===== src/rtl/graycode_conv_sched.sv =====
// rtl/graycode_conv_sched.sv - round-robin scheduled shared Gray/binary converter
// Optional GRAYCODE_SERIAL_EN selects a bit-serial engine (DATA_W cycles) instead of the 1-cycle XOR chain.
module graycode_conv_sched #(
    parameter int  DATA_W  = 4,
    parameter int  NUM_REQ = 4,
    localparam int ID_W    = (NUM_REQ > 1) ? $clog2(NUM_REQ) : 1
) (
    input  logic                        clk,
    input  logic                        rst_n,
    input  logic [NUM_REQ-1:0]          req_valid,
    input  logic [NUM_REQ-1:0]          req_dir,
    input  logic [NUM_REQ*DATA_W-1:0]   req_data,
    output logic [NUM_REQ-1:0]          req_ready,
    output logic                        rsp_valid,
    input  logic                        rsp_ready,
    output logic [DATA_W-1:0]           rsp_data,
    output logic [ID_W-1:0]             rsp_id,
    output logic                        busy
);

    typedef enum logic [1:0] {IDLE, CONV, DONE} state_t;

    state_t              state;
    logic [ID_W-1:0]     last_grant;
    logic [ID_W-1:0]     grant_idx;
    logic                found;
    logic [DATA_W-1:0]   cap_data;
    logic                cap_dir;

    // Rotating priority search starting just after the previous winner.
    always_comb begin
        int          idx;
        logic [ID_W-1:0] idx_w;
        found     = 1'b0;
        grant_idx = '0;
        idx       = 0;
        idx_w     = '0;
        for (int k = 1; k <= NUM_REQ; k++) begin
            idx   = (int'(last_grant) + k) % NUM_REQ;
            idx_w = ID_W'(idx);
            if (!found && req_valid[idx_w]) begin
                found     = 1'b1;
                grant_idx = idx_w;
            end
        end
    end

    assign req_ready = (rst_n && state == IDLE && found) ? (NUM_REQ'(1) << grant_idx) : '0;
    assign rsp_valid = (state == DONE);
    assign busy      = (state != IDLE);

`ifdef GRAYCODE_SERIAL_EN
    localparam int IDX_W = $clog2(DATA_W);

    logic [IDX_W-1:0]  bit_idx;
    logic              prev_bit;
    logic [DATA_W-1:0] cap_shr;
    logic              ser_bit;

    // prev_bit holds the previously produced binary bit; it is 0 above the MSB.
    assign cap_shr = cap_data >> 1;
    assign ser_bit = cap_data[bit_idx] ^ (cap_dir ? prev_bit : cap_shr[bit_idx]);
`else
    function automatic logic [DATA_W-1:0] convert(input logic dir, input logic [DATA_W-1:0] d);
        logic [DATA_W-1:0] r;
        r = '0;
        r[DATA_W-1] = d[DATA_W-1];
        for (int k = DATA_W - 2; k >= 0; k--) begin
            r[k] = dir ? (r[k+1] ^ d[k]) : (d[k+1] ^ d[k]);
        end
        return r;
    endfunction
`endif

    always_ff @(posedge clk) begin
        if (!rst_n) begin
            state      <= IDLE;
            last_grant <= ID_W'(NUM_REQ - 1);
            rsp_data   <= '0;
            rsp_id     <= '0;
            cap_data   <= '0;
            cap_dir    <= 1'b0;
`ifdef GRAYCODE_SERIAL_EN
            bit_idx    <= '0;
            prev_bit   <= 1'b0;
`endif
        end else begin
            case (state)
                IDLE: begin
                    if (found) begin
                        cap_data   <= req_data[grant_idx*DATA_W +: DATA_W];
                        cap_dir    <= req_dir[grant_idx];
                        rsp_id     <= grant_idx;
                        last_grant <= grant_idx;
                        state      <= CONV;
`ifdef GRAYCODE_SERIAL_EN
                        bit_idx    <= IDX_W'(DATA_W - 1);
                        prev_bit   <= 1'b0;
`endif
                    end
                end
                CONV: begin
`ifdef GRAYCODE_SERIAL_EN
                    rsp_data[bit_idx] <= ser_bit;
                    prev_bit          <= ser_bit;
                    if (bit_idx == '0) begin
                        state <= DONE;
                    end else begin
                        bit_idx <= bit_idx - 1'b1;
                    end
`else
                    rsp_data <= convert(cap_dir, cap_data);
                    state    <= DONE;
`endif
                end
                DONE: begin
                    if (rsp_ready) begin
                        state <= IDLE;
                    end
                end
                default: state <= IDLE;
            endcase
        end
    end

endmodule

===== config.mk =====
export PLATFORM = sky130hd
export DESIGN_NAME = graycode_conv_sched
export DESIGN_NICKNAME = d
export VERILOG_FILES = /design/src/rtl/graycode_conv_sched.sv
export SDC_FILE = /design/constraint.sdc
export NUM_CORES = 1
export LEC_CHECK = 0
export ABC_AREA = 0
export CORE_MARGIN = 4
export CORE_UTILIZATION = 40
export CTS_BUF_LIST = sky130_fd_sc_hd__clkbuf_8
export DETAILED_ROUTE_END_ITERATION = 7
export PLACE_DENSITY = 0.76
export SLEW_MARGIN = 20
export SYNTH_ARGS = -nofsm -noshare
export SYNTH_HDL_FRONTEND = slang
export SYNTH_SLANG_ARGS = --single-unit

===== constraint.sdc =====
create_clock -name clk -period 2 [get_ports clk]
set_input_delay 0.2 -clock clk [delete_from_list [all_inputs] [get_ports clk]]
set_output_delay 0.2 -clock clk [all_outputs]
set_load 0.02 [all_outputs]

==> results <==
- The flow ran to the end, and the final reports show no timing, DRC or antenna violations.
- The largest stage delay on the critical path is between 0.4 and 0.5 ns.
- In this run the critical register-to-register path is launched from last_grant[1]$_SDFFE_PN1P_.
- Dividing the final minimum period by the clock period gives 0.935.
- The final-report max-slew violation count came to 0.
- At the worst endpoint, the arrival time is about 2.0 ns.
- The master cell of the clock root buffer is sky130_fd_sc_hd__clkbuf_8.
- The number of core rows is 17.
- The count of TritonRoute iterations in the first routing pass is 7.
- Setup repair after global routing left no endpoint under its margin.
- The end point of the worst hold path is rsp_id[1]$_SDFFE_PN0P_.
- After detailed routing, the number of vias per cell comes to 5.04.
- The maximum buffer depth of the clock tree is 2.
- Dividing the detail-routed wire length by the instance count gives approximately 13 um.
- The number of setup violations in the final report is 0.
- The number of enable-type register cells in the synthesized netlist is 0.
- The number of setup buffers added after CTS is 0.
- The violation count after the first detailed-route iteration is 32.
- Of the cells placed in the final design, the portion with a size suffix greater than 1 is 0.213.
- Yosys mapped the design onto 28 distinct sky130hd cell types.
- Once placement finished, the instance area stood at between 0.001 and 0.0015 mm^2.
- The share of synthesized area in the top cell type comes to 0.330.
- Synthesis inferred 15 register bits.
- For this run, the top clock speed supported by timing is 535 MHz.
- The repair_antennas step left the layout with diodes totalling 0.
- In this run the vertical extent of the chip is 55.7 um.
- The hold violation count in the final report was 0.
- At the later pin of the worst-skew pair, clock insertion delay measures 0.25 ns.
- For flop-to-flop paths, the worst setup slack is about 0.18 ns.
- The kind of end point of the critical path is a flop.
- The clock net in this run drives a total of 15 sinks.
- The path class of the tightest hold or removal check is flop to flop.
- The number of vias in the routed layout is between 900 and 1000.
- The via count of the first global-routing pass is 923.
- The cell taking the most area after synthesis is sky130_fd_sc_hd__dfxtp_1.
- Detailed placement ended at an HPWL of roughly 2000 um.
- The worst endpoint required time is between 2 and 2.5 ns.
- The overall global routing resource usage is 0.157.
- The remaining global-route overflow is 0.
- The number of hold buffers added after CTS was 0.
- The cell with the biggest individual delay on the critical path is sky130_fd_sc_hd__clkdlybuf4s50_1.
- The cell depth of the worst min-delay path is 2.
- Measured along the x axis, the die boundary spans roughly 56 um.
- The TritonCTS buffer count is 3.
- Along the worst path, the maximum fanout reaches 5.
- The die covers 0.00310 mm^2.
- For this design the ratio of total power to cell area is roughly 730 mW/mm^2.
- The post-layout net count is around 190.
- The count of buffers added on input and output ports is 38.
- In this run the tightest slew margin relative to its limit is 0.742.
- The sequential cell area fraction in the yosys report is 0.330.
- The proportion of synthesized flip-flops having asynchronous set or reset is 0.
- The area added between synthesis and finish is 59.6%.
- In the routed design, unresolved DRC markers number 0.
- TritonCTS built the clock tree.
- The most instantiated flip-flop cell in the synthesis netlist is sky130_fd_sc_hd__dfxtp_1.
- Across the VDD grid, the largest voltage drop is approximately 0.52 mV.
- The number of placed I/O pins is 39.
- CTS built an H-tree with a depth of 1.
- For this block, the routed nets add up to 2470 um of wire.
- The starting density of the core is 0.416.
- After floorplanning, the core was sized to cover around 0.0022 mm^2.
- The worst clock skew is between 0.003 and 0.004 ns.
- The number of warning messages in the yosys log is 0.
- The synthesized netlist net count is 133.
- The logic depth of the worst register-to-register path is 7.
- The most used standard cell by instance count after synthesis is sky130_fd_sc_hd__dfxtp_1.
- Walking the worst path, the cells encountered are clkdlybuf4s50_1 > buf_4 > a21boi_0 > o21ba_2 > nor2_4 > buf_4 > mux2_2 > o211a_1.
- The wire length of the first global-routing pass is 3890 um.
- The worst setup path is launched from an input pin.
- At the pin with the least slew margin, the transition time is 0.387 ns.
- The cell area that synthesis handed to floorplanning was 911 um^2.
- Sorting the synthesized cells by area gives the leading types as sky130_fd_sc_hd__dfxtp_1, sky130_fd_sc_hd__mux2_2, sky130_fd_sc_hd__o211a_1.
- The weighted congestion reported at the end of routability-driven placement is roughly 0.78.
- The synthesized instance count is between 100 and 150.
- The launch point of the worst hold path is rsp_id[1]$_SDFFE_PN0P_.
- The total power is 0.00106 W.
- By instance count, the cell type seen most on the critical path is sky130_fd_sc_hd__buf_4.
- For this design the static power due to leakage is about 0.64 nW.
- The max-cap violation count is 0.
- The initial antenna violation count is 0.
- The worst path in the final design needs a cycle of 1.87 ns, including I/O delays and setup.
- The commonest cells after synthesis are sky130_fd_sc_hd__dfxtp_1, sky130_fd_sc_hd__nand3_1, sky130_fd_sc_hd__nor2_1.
- The detail route stage leaves a number of antenna-violating nets equal to 0.
- After clock tree synthesis, the clock-pin slew on the worst setup and hold paths is 0.06 ns.
- The classification of the worst setup path is input pin to flop.
- The final non-filler cell area is ~0.0015 mm^2.
- The endpoint identified for the worst register-to-register timing path is cap_data[0]$_SDFFE_PN0P_.
- Each instance of the synthesized netlist takes up on average about 8.6 um^2.
- The maximum number of pins on one net before global-route repair is 15.
[where the power goes]
group | internal [W] | switching [W] | total (W) | leakage [nW]
combinational | 0.000245 | 0.000201 | 0.000446 | 0.492
clock | 0.000136 | 0.000102 | 0.000238 | 0.0269
sequential | 0.000344 | 0.0000358 | 0.000380 | 0.124
[metrics by stage]
stage	instances	setup TNS, ns	hold WS [ns]	util	setup WS, ns
6_report	188	0	0.481	0.664	0.131
5_1_grt	188	0	0.514	0.664	0.0400
4_1_cts	188	0	0.481	0.670	0.00274
3_5_place_dp	184	-1.60	0.473	0.650	-0.304
3_3_place_gp	184	-1.26	0.460	0.650	-0.241
2_1_floorplan	106	0	0.366	-	0.325
[sequential cells by signal, indices dropped and copies added (netlist names)]
name        count
cap_data        4
rsp_data        4
rsp_id          2
cap_dir         1
last_grant      2
state           2
[placed cells by master (no fill, tap or decap), types with 4 or more instances in the layout]
cell type,synthesis,routed
sky130_fd_sc_hd__o21ai_0,8,7
sky130_fd_sc_hd__o21a_1,8,8
sky130_fd_sc_hd__nor2_1,9,8
sky130_fd_sc_hd__mux2_2,6,6
sky130_fd_sc_hd__buf_4,0,14
sky130_fd_sc_hd__nand3_1,11,11
sky130_fd_sc_hd__o211a_1,6,6
sky130_fd_sc_hd__nor2b_1,7,7
sky130_fd_sc_hd__nand2_1,8,8
sky130_fd_sc_hd__clkdlybuf4s50_1,0,33
sky130_fd_sc_hd__xnor2_1,4,4
sky130_fd_sc_hd__clkbuf_2,0,4
sky130_fd_sc_hd__dfxtp_1,15,15
[layout make-up]
cell class                 instances  area [um^2]
clock buffer                       3         41.3
multi-input combinational         88          602
inverter                           1         3.75
tap                               28         35.0
fill                             182          737
timing repair buffer              52          468
clock inverter                     1         3.75
sequential                        15          300
[worst max path at each step]
stage                                      from                       end  slack (ns)  cells after the start
after CTS                          req_valid[3]              req_ready[3]       0.003                      7
after detailed placement           req_valid[0]              req_ready[3]       -0.30                      7
after floorplan           state[1]$_SDFFE_PN0P_              req_ready[0]        0.33                      5
final                              req_valid[3]  cap_data[0]$_SDFFE_PN0P_        0.13                      8
after global routing               req_valid[3]  cap_data[3]$_SDFFE_PN0P_        0.04                      9
after global placement             req_valid[3]              req_ready[3]       -0.24                      7
[critical path: cells and delay by family]
kind	cells	cell delay (ns)
AO/OA/AOI/OAI	3	0.59
buffers and inverters	3	0.75
multiplexers	1	0.33
AND/OR/NAND/NOR	1	0.12
[cells by family after synthesis]
family / after synthesis / share of synthesized area
buffers and inverters: 3 / 0.0124
and+or+nand+nor: 43 / 0.243
xor gates and xnor gates: 5 / 0.0481
DFF: 15 / 0.330
AOI/OAI and AO/OA: 31 / 0.260
muxes: 9 / 0.107
[metal layers]
| metal | vias up | GRT usage | share of wire |
|---|---|---|---|
| met5 | - | 0 | 0 |
| met4 | 0 | 0.0556 | 0.021 |
| met3 | 6 | 0.0580 | 0.058 |
| met2 | 34 | 0.282 | 0.52 |
| met1 | 424 | 0.166 | 0.40 |
| li1 | 483 | - | - |
[what timing repair did]
action,4_1_cts,5_1_grt
endpoints found under the hold margin,0,0
pin swaps,0,1
setup endpoints to repair,4,4
resized for setup,7,8
(Power assumes the default switching activity.)
